<file path="config.mk">
export PLATFORM = sky130hd
export DESIGN_NAME = rgb_fade_sequencer_flat
export DESIGN_NICKNAME = d
export VERILOG_FILES = /design/src/rtl/rgb_fade_sequencer_if.sv /design/src/rtl/rgb_fade_sequencer.sv /design/src/flat_wrapper.sv
export SDC_FILE = /design/constraint.sdc
export NUM_CORES = 1
export LEC_CHECK = 0
export CELL_PAD_IN_SITES_DETAIL_PLACEMENT = 1
export CELL_PAD_IN_SITES_GLOBAL_PLACEMENT = 1
export CORE_MARGIN = 10
export CORE_UTILIZATION = 40
export DETAILED_ROUTE_END_ITERATION = 10
export GPL_TIMING_DRIVEN = 0
export HOLD_SLACK_MARGIN = 0.05
export PLACE_DENSITY = 0.87
export SYNTH_ARGS = -nofsm -noshare
export SYNTH_HDL_FRONTEND = slang
export SYNTH_SLANG_ARGS = --single-unit
</file>
<file path="constraint.sdc">
create_clock -name clk -period 7.35 [get_ports clk]
set_input_delay 1.8375 -clock clk [delete_from_list [all_inputs] [get_ports clk]]
set_output_delay 1.8375 -clock clk [all_outputs]
set_load 0.03 [all_outputs]
</file>
<file path="src/rtl/rgb_fade_sequencer_if.sv">
// Control/datapath bundle between the top-level control and the RGB fade sequencer.
// The bus has no handshake: enable is a level and step_* are sampled live at each tick.
interface rgb_fade_sequencer_if #(
  parameter int CNT_W = 13
);
  logic             enable;
  logic [7:0]       step_r;
  logic [7:0]       step_g;
  logic [7:0]       step_b;
  logic             period_start;
  logic [CNT_W-1:0] duty_r;
  logic [CNT_W-1:0] duty_g;
  logic [CNT_W-1:0] duty_b;
  logic [2:0]       phase;
  logic             cycle_done;

  modport master (
    output enable, step_r, step_g, step_b,
    input  period_start, duty_r, duty_g, duty_b, phase, cycle_done
  );

  modport slave (
    input  enable, step_r, step_g, step_b,
    output period_start, duty_r, duty_g, duty_b, phase, cycle_done
  );
endinterface

</file>
<file path="src/rtl/rgb_fade_sequencer.sv">
// RGB breathing sequencer: PWM period strobe plus ramp/hold duty words updated only on ticks.
// Define FADE_HOLD_EN to include the HOLD_HIGH/HOLD_LOW states and their hold counter.
module rgb_fade_sequencer #(
  parameter int CNT_W        = 13,
  parameter int STEP_PERIODS = 64,
  parameter int HOLD_PERIODS = 32
) (
  input  logic                 clk,
  input  logic                 rst_n,
  rgb_fade_sequencer_if.slave  bus
);

  typedef enum logic [2:0] {
    IDLE      = 3'd0,
    RAMP_UP   = 3'd1,
    HOLD_HIGH = 3'd2,
    RAMP_DOWN = 3'd3,
    HOLD_LOW  = 3'd4
  } state_t;

  localparam int TICK_W = $clog2(STEP_PERIODS + 1);
  // Adder wide enough for both the duty word and an 8-bit step, plus carry.
  localparam int SUM_W  = ((CNT_W > 8) ? CNT_W : 8) + 1;
  localparam logic [CNT_W-1:0] MAX = {CNT_W{1'b1}};

  function automatic logic [CNT_W-1:0] sat_add(input logic [CNT_W-1:0] d, input logic [7:0] s);
    logic [SUM_W-1:0] sum;
    sum = SUM_W'(d) + SUM_W'(s);
    if (sum > SUM_W'(MAX)) return MAX;
    return sum[CNT_W-1:0];
  endfunction

  function automatic logic [CNT_W-1:0] sat_sub(input logic [CNT_W-1:0] d, input logic [7:0] s);
    if (SUM_W'(s) >= SUM_W'(d)) return '0;
    return d - CNT_W'(s);
  endfunction

  state_t             state_q, state_d;
  logic [CNT_W-1:0]   pcnt_q, pcnt_d;
  logic [TICK_W-1:0]  tick_q, tick_d;
  logic [CNT_W-1:0]   duty_r_q, duty_r_d;
  logic [CNT_W-1:0]   duty_g_q, duty_g_d;
  logic [CNT_W-1:0]   duty_b_q, duty_b_d;
  logic               period_start_q, period_start_d;
  logic               cycle_done_q, cycle_done_d;

`ifdef FADE_HOLD_EN
  localparam int HOLD_W = $clog2(HOLD_PERIODS + 1);
  logic [HOLD_W-1:0]  hold_q, hold_d;
`else
  logic [31:0]        hold_unused;
  assign hold_unused = 32'(HOLD_PERIODS);
`endif

  logic               boundary, tick;
  logic [CNT_W-1:0]   up_r, up_g, up_b, dn_r, dn_g, dn_b;
  logic               up_done, dn_done;

  always_comb begin
    boundary = (pcnt_q == MAX);
    tick     = boundary && (tick_q == TICK_W'(STEP_PERIODS - 1));

    up_r = sat_add(duty_r_q, bus.step_r);
    up_g = sat_add(duty_g_q, bus.step_g);
    up_b = sat_add(duty_b_q, bus.step_b);
    dn_r = sat_sub(duty_r_q, bus.step_r);
    dn_g = sat_sub(duty_g_q, bus.step_g);
    dn_b = sat_sub(duty_b_q, bus.step_b);

    // A zero step freezes its channel and never blocks the phase from advancing.
    up_done = ((up_r == MAX) || (bus.step_r == 8'd0)) &&
              ((up_g == MAX) || (bus.step_g == 8'd0)) &&
              ((up_b == MAX) || (bus.step_b == 8'd0));
    dn_done = ((dn_r == '0) || (bus.step_r == 8'd0)) &&
              ((dn_g == '0) || (bus.step_g == 8'd0)) &&
              ((dn_b == '0) || (bus.step_b == 8'd0));

    state_d      = state_q;
    pcnt_d       = pcnt_q;
    tick_d       = tick_q;
    duty_r_d     = duty_r_q;
    duty_g_d     = duty_g_q;
    duty_b_d     = duty_b_q;
    cycle_done_d = 1'b0;
`ifdef FADE_HOLD_EN
    hold_d       = hold_q;
`endif

    if (!bus.enable) begin
      state_d  = IDLE;
      pcnt_d   = '0;
      tick_d   = '0;
      duty_r_d = '0;
      duty_g_d = '0;
      duty_b_d = '0;
`ifdef FADE_HOLD_EN
      hold_d   = '0;
`endif
    end else if (state_q == IDLE) begin
      state_d = RAMP_UP;
    end else begin
      pcnt_d = pcnt_q + CNT_W'(1);
      if (boundary) tick_d = tick ? '0 : tick_q + TICK_W'(1);
      if (tick) begin
        case (state_q)
          RAMP_UP: begin
            duty_r_d = up_r;
            duty_g_d = up_g;
            duty_b_d = up_b;
            if (up_done) begin
`ifdef FADE_HOLD_EN
              state_d = HOLD_HIGH;
              hold_d  = '0;
`else
              state_d = RAMP_DOWN;
`endif
            end
          end
          RAMP_DOWN: begin
            duty_r_d = dn_r;
            duty_g_d = dn_g;
            duty_b_d = dn_b;
            if (dn_done) begin
              cycle_done_d = 1'b1;
`ifdef FADE_HOLD_EN
              state_d = HOLD_LOW;
              hold_d  = '0;
`else
              state_d = RAMP_UP;
`endif
            end
          end
`ifdef FADE_HOLD_EN
          HOLD_HIGH, HOLD_LOW: begin
            if (hold_q == HOLD_W'(HOLD_PERIODS - 1)) begin
              state_d = (state_q == HOLD_HIGH) ? RAMP_DOWN : RAMP_UP;
              hold_d  = '0;
            end else begin
              hold_d = hold_q + HOLD_W'(1);
            end
          end
`endif
          default: state_d = IDLE;
        endcase
      end
    end

    // Strobe is registered from next-state values so it lines up with pcnt==0.
    period_start_d = (state_d != IDLE) && (pcnt_d == '0);
  end

  always_ff @(posedge clk or negedge rst_n) begin
    if (!rst_n) begin
      state_q        <= IDLE;
      pcnt_q         <= '0;
      tick_q         <= '0;
      duty_r_q       <= '0;
      duty_g_q       <= '0;
      duty_b_q       <= '0;
      period_start_q <= 1'b0;
      cycle_done_q   <= 1'b0;
`ifdef FADE_HOLD_EN
      hold_q         <= '0;
`endif
    end else begin
      state_q        <= state_d;
      pcnt_q         <= pcnt_d;
      tick_q         <= tick_d;
      duty_r_q       <= duty_r_d;
      duty_g_q       <= duty_g_d;
      duty_b_q       <= duty_b_d;
      period_start_q <= period_start_d;
      cycle_done_q   <= cycle_done_d;
`ifdef FADE_HOLD_EN
      hold_q         <= hold_d;
`endif
    end
  end

  assign bus.period_start = period_start_q;
  assign bus.duty_r       = duty_r_q;
  assign bus.duty_g       = duty_g_q;
  assign bus.duty_b       = duty_b_q;
  assign bus.phase        = state_q;
  assign bus.cycle_done   = cycle_done_q;

endmodule
</file>
<file path="src/flat_wrapper.sv">
// flat-port wrapper written by rule: the top's interface ports become plain ports
module rgb_fade_sequencer_flat 
#(
  parameter int CNT_W        = 13,
  parameter int STEP_PERIODS = 64,
  parameter int HOLD_PERIODS = 32
)
  (clk, rst_n, bus_enable, bus_step_r, bus_step_g, bus_step_b, bus_period_start, bus_duty_r, bus_duty_g, bus_duty_b, bus_phase, bus_cycle_done);
  rgb_fade_sequencer_if #(.CNT_W(CNT_W)) bus_i ();
  input  logic clk;
  input  logic rst_n;
  input wire logic [$bits(bus_i.enable)-1:0] bus_enable;
  input wire logic [$bits(bus_i.step_r)-1:0] bus_step_r;
  input wire logic [$bits(bus_i.step_g)-1:0] bus_step_g;
  input wire logic [$bits(bus_i.step_b)-1:0] bus_step_b;
  output wire logic [$bits(bus_i.period_start)-1:0] bus_period_start;
  output wire logic [$bits(bus_i.duty_r)-1:0] bus_duty_r;
  output wire logic [$bits(bus_i.duty_g)-1:0] bus_duty_g;
  output wire logic [$bits(bus_i.duty_b)-1:0] bus_duty_b;
  output wire logic [$bits(bus_i.phase)-1:0] bus_phase;
  output wire logic [$bits(bus_i.cycle_done)-1:0] bus_cycle_done;
  assign bus_i.enable = bus_enable;
  assign bus_i.step_r = bus_step_r;
  assign bus_i.step_g = bus_step_g;
  assign bus_i.step_b = bus_step_b;
  assign bus_period_start = bus_i.period_start;
  assign bus_duty_r = bus_i.duty_r;
  assign bus_duty_g = bus_i.duty_g;
  assign bus_duty_b = bus_i.duty_b;
  assign bus_phase = bus_i.phase;
  assign bus_cycle_done = bus_i.cycle_done;
  rgb_fade_sequencer #(.CNT_W(CNT_W), .STEP_PERIODS(STEP_PERIODS), .HOLD_PERIODS(HOLD_PERIODS)) u_core (.clk(clk), .rst_n(rst_n), .bus(bus_i));
endmodule
</file>
# ---- Word level (Yosys, flattened, before mapping)
# Index checks and enable logic that the tools add are counted.
dict set report totals {
  regBits 64
  input_bits 27
  wordCells 103
}
dict set report classes {
  addsub 8
  order_cmp 6
  n_eq_ne 11
  mux 47
  n_reduce_logical 23
}
# operator n
set ops {}
lappend ops {{$mux W13} 23}
lappend ops {{$pmux W13 S2} 3}
lappend ops {{$eq A13 B13 Y1 const B} 4}
lappend ops {{$logic_not A13 Y1} 4}
lappend ops {{$add A13 B8 Y14} 3}
lappend ops {{$gt A14 B13 Y1 const B} 3}
lappend ops {{$ge A8 B13 Y1} 3}
lappend ops {{$sub A13 B8 Y13} 3}
lappend ops {{$mux W7} 4}
lappend ops {{$logic_not A8 Y1} 3}
lappend ops {{$mux W3} 5}
lappend ops {{$add A13 B1 Y13 const B} 1}
lappend ops {{$mux W1} 11}
lappend ops {{$add A7 B1 Y7 const B} 1}
lappend ops {{$eq A7 B6 Y1 const B} 1}
lappend ops {{$logic_and A1 B1 Y1} 6}
lappend ops {{$logic_or A1 B1 Y1} 6}
lappend ops {{$pmux W3 S2} 1}
lappend ops {{$ne A2 B1 Y1 const B} 2}
lappend ops {{$eq A3 B1 Y1 const B} 1}
lappend ops {{$eq A3 B2 Y1 const B} 1}
lappend ops {{$logic_not A3 Y1} 1}
lappend ops {{$ne A3 B1 Y1 const B} 1}
lappend ops {{$reduce_and A3 Y1} 1}
lappend ops {{other kinds (3)} 3}

# ---- Depth between registers and ports, before layout
dict set report depth {
  depth_word 15
  depth_mapped 13
  depth_no_buf 13
}

# ---- Worst setup path after synthesis
# OpenSTA, ideal clock, no wires.
dict set report synth_path {
  kind {input to register}
  start {in bus_step_b[1]}
  end {reg u_core.period_start_q (netlist: u_core.bus.period_start)}
  setup_ns 0.082
  arrival_time_ns 4.467
  required_time_ns 7.268
  slack_ns 2.801
  path_stages 11
  path_buffers 0
  path_cell_list {inv_1 -> ha_1 -> and2b_1 -> o21a_4 -> a211oi_4 -> xnor2_1 -> or4_1 -> o41a_1 -> o41ai_2 -> nand4b_1 -> a31oi_1}
}
dict set report synth_via {
  elab_chain_len 14
}
# item line
set synth_rtl {}
lappend synth_rtl {{from (decl)} flat_wrapper.sv:15} ;# input wire logic [$bits(bus_i.step_b)-1:0] bus_step_b;
lappend synth_rtl {{$add A13 B8 Y14} rgb_fade_sequencer.sv:28} ;# sum = SUM_W'(d) + SUM_W'(s);
lappend synth_rtl {{$gt A14 B13 Y1} rgb_fade_sequencer.sv:29} ;# if (sum > SUM_W'(MAX)) return MAX;
lappend synth_rtl {{$mux W1} rgb_fade_sequencer.sv:29}
lappend synth_rtl {{$mux W13} rgb_fade_sequencer.sv:30} ;# return sum[CNT_W-1:0];
lappend synth_rtl {{$eq A13 B13 Y1} rgb_fade_sequencer.sv:73} ;# ((up_b == MAX) || (bus.step_b == 8'd0));
lappend synth_rtl {{$logic_or A1 B1 Y1} rgb_fade_sequencer.sv:73}
lappend synth_rtl {{$logic_and A1 B1 Y1} rgb_fade_sequencer.sv:72} ;# ((up_g == MAX) || (bus.step_g == 8'd0)) &&
lappend synth_rtl {{$mux W3} rgb_fade_sequencer.sv:110} ;# if (up_done) begin
lappend synth_rtl {{$pmux W3 S2 (*)} rgb_fade_sequencer.sv:105} ;# case (state_q)
lappend synth_rtl {{$mux W3 (*)} rgb_fade_sequencer.sv:104} ;# if (tick) begin
lappend synth_rtl {{$mux W3 (*)} rgb_fade_sequencer.sv:99} ;# end else if (state_q == IDLE) begin
lappend synth_rtl {{$mux W3 (*)} rgb_fade_sequencer.sv:89} ;# if (!bus.enable) begin
lappend synth_rtl {{$reduce_bool A3 Y1 (*)} rgb_fade_sequencer.sv:149} ;# period_start_d = (state_d != IDLE) && (pcnt_d == '0);
lappend synth_rtl {{$logic_and A1 B1 Y1 (*)} rgb_fade_sequencer.sv:149}
lappend synth_rtl {{net u_core.period_start_d} rgb_fade_sequencer.sv:44} ;# logic period_start_q, period_start_d;
lappend synth_rtl {{to (signal assigned)} rgb_fade_sequencer.sv:172} ;# period_start_q <= period_start_d;
lappend synth_rtl {{to (decl)} rgb_fade_sequencer.sv:44}
# Mark *: on every way through the listed nets, which the timed path passes. The rest lies on a longest branch.
# A chain may end at the register's enable or synchronous reset.

# ---- Worst setup path after layout
dict set report layout_path {
  start {in bus_step_r[0]}
  end {reg u_core.period_start_q (netlist: u_core.bus.period_start)}
}
dict set report layout_via {
  elab_chain_len 15
}
# item line
set layout_rtl {}
lappend layout_rtl {{from (decl)} flat_wrapper.sv:13} ;# input wire logic [$bits(bus_i.step_r)-1:0] bus_step_r;
lappend layout_rtl {{$add A13 B8 Y14} rgb_fade_sequencer.sv:28}
lappend layout_rtl {{$gt A14 B13 Y1} rgb_fade_sequencer.sv:29}
lappend layout_rtl {{$mux W1} rgb_fade_sequencer.sv:29}
lappend layout_rtl {{$mux W13} rgb_fade_sequencer.sv:30}
lappend layout_rtl {{$eq A13 B13 Y1} rgb_fade_sequencer.sv:71} ;# up_done = ((up_r == MAX) || (bus.step_r == 8'd0)) &&
lappend layout_rtl {{$logic_or A1 B1 Y1} rgb_fade_sequencer.sv:71}
lappend layout_rtl {{$logic_and A1 B1 Y1} rgb_fade_sequencer.sv:71}
lappend layout_rtl {{$logic_and A1 B1 Y1} rgb_fade_sequencer.sv:72}
lappend layout_rtl {{$mux W3} rgb_fade_sequencer.sv:110}
lappend layout_rtl {{$pmux W3 S2 (*)} rgb_fade_sequencer.sv:105}
lappend layout_rtl {{$mux W3 (*)} rgb_fade_sequencer.sv:104}
lappend layout_rtl {{$mux W3 (*)} rgb_fade_sequencer.sv:99}
lappend layout_rtl {{$mux W3 (*)} rgb_fade_sequencer.sv:89}
lappend layout_rtl {{$reduce_bool A3 Y1 (*)} rgb_fade_sequencer.sv:149}
lappend layout_rtl {{$logic_and A1 B1 Y1 (*)} rgb_fade_sequencer.sv:149}
lappend layout_rtl {{net u_core.period_start_d} rgb_fade_sequencer.sv:44}
# Marked as above.

==> impl_results.md <==
- Post-synthesis sequential area ratio: 0.240
- R2R Setup Slk: around 3.6 ns
- Hold Startpoint: u_core.tick_q[5]$_DFFE_PN0P_
- Layout cells sized above 1: 0.0310
- Reg area: 1600 um^2
- Final setup fails: 0
- H-tree depth: 3
- HP Class: register to register
- Leak Pwr: roughly 0.0034 uW
- Hold WS: approximately 0.49 ns
- Outcome: finished clean
- Syn Area/Cell: roughly 7.6 um^2
- Cells after Synth: 884
- Crit Path Class: input pin to register
- Worst setup path end: u_core.bus.period_start$_DFF_PN0_
- Area of the multi-input gates: approximately 4700 um^2
- Post-CTS Setup Bufs: 0
- Initial antenna violation count: 0
- Overall Global Routing Usage: 0.224
- Area delta synth->final: 20.0%
- Core Region: 16500 um^2
- Final Wtd Congestion: 0.898
- Seq cells post-synth: 64
- Hold_buf cts: 0
- CTS clk-pin slew, worst paths: 0.06 ns
- RR Endpoint: u_core.bus.period_start$_DFF_PN0_
- Critical path's slowest cell: clkdlybuf4s50_1
- First-pass iteration count of the detailed router: 5
- Most frequent CP cell: or4_1
- Wirelength per Cell: around 22 um
- Crit path max-delay family: compound AO/OA/AOI/OAI gates
- Clk root buf: clkbuf_16
- Crit end category: register
- Fraction of registers with async set/reset: 1.00
- CP Launch Type: input pin
- Worst setup startpoint: bus_step_r[0]
- Peak VDD IR: 0.0000938 V
- Mapped cell area: between 6000 and 7000 um^2
- Ant. Diodes: 0
- Drt first-iter violations: roughly 720
- Slew headroom: 0.417
- Later-pin clock latency in the skew report: about 0.34 ns
- Commonest non-fill, non-tap cell in the layout: nor2_1
- Clk buf depth: 2
- Arrival @ worst endpoint: about 5.6 ns
- Worst r2r path cells: 10
- Die ar.: about 22000 um^2
- DIE WIDTH: approximately 150 um
- Total number of vias: ~7300
- Resized cells post-CTS: 0
- Fillers: 2085
- Unrepaired setup endpoints after global routing: false
- Syn Nets: 967
- YS warnings: 0
- Top FF cell, synth: dfrtp_1
- Worst r2r src: u_core.bus.duty_g[1]$_DFFE_PN0P_
- EDFF count, synth: 0
- Fin crit share: 0.733
- Met2 GRT Util: 0.378
- Stages on worst setup path: 13
- Final Skew: around 0.0071 ns
- Place WS: approximately 1.8 ns
- Utilization after layout: 0.487
- Vias per inst: around 6.2
- Final worst setup slack: 1.96 ns
- Hpwl dp: ~19 mm
- Overflow after GRT: 0
- Grt peak-use layer: met2
- Minimum clock period: 5.39 ns
- Yosys cell types: 69
- Worst path required time: approximately 7.6 ns
- Crit path cell chain: clkdlybuf4s50_1, ha_1, inv_1, fa_1, o21ba_2, or4_1, o211ai_1, a21oi_1, or4_1, a41o_1, nor2_1, nand4b_1, a31oi_1
- Chip Height: 149 um
- Max cap viols: 0
- Num CTS Buffers: 9
- CP Buf/Inv Count: 2
- Nets@finish: ~1000
- Fmax: between 0.15 and 0.2 GHz
- Met3 GRT Util: 0.0355
- Post-DRT Antenna Nets: 0
- CTS tree: built
- Largest net degree at the start of global routing: 65
- Vias in the first global route: 7465
- Slew Viols, Final: 0
- PortBufs: 69
- Setup TNS: 0 ns
- Met1 Resource Use GR: 0.285
- Final wirelength: about 26 mm
- DRC: 0
- Most frequent cells in the layout: nor2_1, a21oi_1, clkdlybuf4s50_1, nand2_1, dfrtp_1
- CTS sink count: 64
- First-pass GRT wire length: 40.5 mm
- Rows: 47
- PD cells: 127 nW/um^2
- Actual slew at the worst max-slew pin: roughly 0.87 ns
- Max incr delay on CP: between 0.5 and 0.6 ns
- CP Max Fanout: 4
- Final hold vios: 0
- Starting Density: 0.406
- Ports: 71
==> cell usage after synthesis, types with 5 or more instances <==
library cell,n,share of area
nor3_1,25,0.019
a21o_1,14,0.016
xor2_1,16,0.021
o221ai_1,6,0.0079
nand2b_1,10,0.0094
and3_1,18,0.017
o21bai_1,7,0.0079
and2_1,10,0.0094
nand2_1,66,0.037
inv_1,57,0.032
nor4b_1,5,0.0066
or3_1,12,0.011
o31ai_1,11,0.012
dfrtp_1,64,0.24
a22oi_1,6,0.0067
a221oi_1,5,0.0066
ha_1,50,0.094
a31oi_1,12,0.011
xnor2_1,44,0.058
clkbuf_1,45,0.025
nand4_1,11,0.010
nor4_1,13,0.012
o21ai_0,47,0.035
o22ai_1,7,0.0066
nand3_1,28,0.021
o211ai_1,5,0.0056
a211oi_1,15,0.017
nor2b_1,7,0.0066
or4_1,6,0.0067
nor2_1,98,0.055
o21a_1,7,0.0079
fa_1,6,0.018
a21oi_1,84,0.063
==> metal layers <==
| metal | vias up | share of wire |
|---|---|---|
| li1 | 3352 | - |
| met1 | 3644 | 0.43 |
| met2 | 295 | 0.48 |
| met3 | 55 | 0.065 |
| met4 | 0 | 0.025 |
| met5 | - | 0 |
==> worst min-delay path by stage <==
stage | endpoint | slack, ns | cells after the start
finish | u_core.tick_q[5]$_DFFE_PN0P_ | 0.49 | 1
global route | u_core.tick_q[5]$_DFFE_PN0P_ | 0.51 | 1
CTS | u_core.tick_q[5]$_DFFE_PN0P_ | 0.49 | 1
detailed placement | u_core.tick_q[5]$_DFFE_PN0P_ | 0.48 | 1
global placement | u_core.tick_q[5]$_DFFE_PN0P_ | 0.48 | 1
floorplan | u_core.tick_q[5]$_DFFE_PN0P_ | 0.44 | 1
==> kinds of logic after synthesis <==
logic type	count (synthesis)	synth area share
muxes	4	0.00599
AOI/OAI and AO/OA	263	0.258
xor gates and xnor gates	60	0.0787
and+or+nand+nor	330	0.246
buffers and inverters	107	0.0605
DFF	64	0.240
adders and majority gates	56	0.112
==> through the flow <==
step / power (uW) / area (um^2) / cells
2_1_floorplan: 429 / 6680 / 884
3_3_place_gp: 475 / 7650 / 1173
3_5_place_dp: 479 / 7640 / 1173
4_1_cts: 1020 / 8020 / 1189
5_1_grt: 1050 / 8020 / 1189
6_report: 1020 / 8020 / 1189
==> registers in the layout, summed over array words and instances (netlist names) <==
register	cells
u_core.bus.duty_b	13
u_core.pcnt_q	13
u_core.tick_q	7
u_core.bus.duty_r	13
u_core.bus.period_start	1
u_core.bus.cycle_done	1
u_core.bus.duty_g	13
u_core.bus.phase	3
==> report_power, final <==
group	switching, uW	leakage (uW)	total (uW)	internal [uW]
Clock	167	0.000176	542	375
Combinational	74.6	0.00235	119	44.2
Sequential	1.75	0.000889	356	355
Total	244	0.00342	1020	774
==> final cells by class <==
| class | count | share of cell area |
|---|---|---|
| Multi-Input combinational cell | 713 | 0.583 |
| Buffer | 49 | 0.0233 |
| Clock inverter | 5 | 0.0159 |
| Clock buffer | 11 | 0.0303 |
| Inverter | 58 | 0.0272 |
| Tap cell | 220 | 0.0343 |
| Sequential cell | 64 | 0.200 |
| Timing Repair Buffer | 69 | 0.0859 |
(Power assumes the default switching activity.)
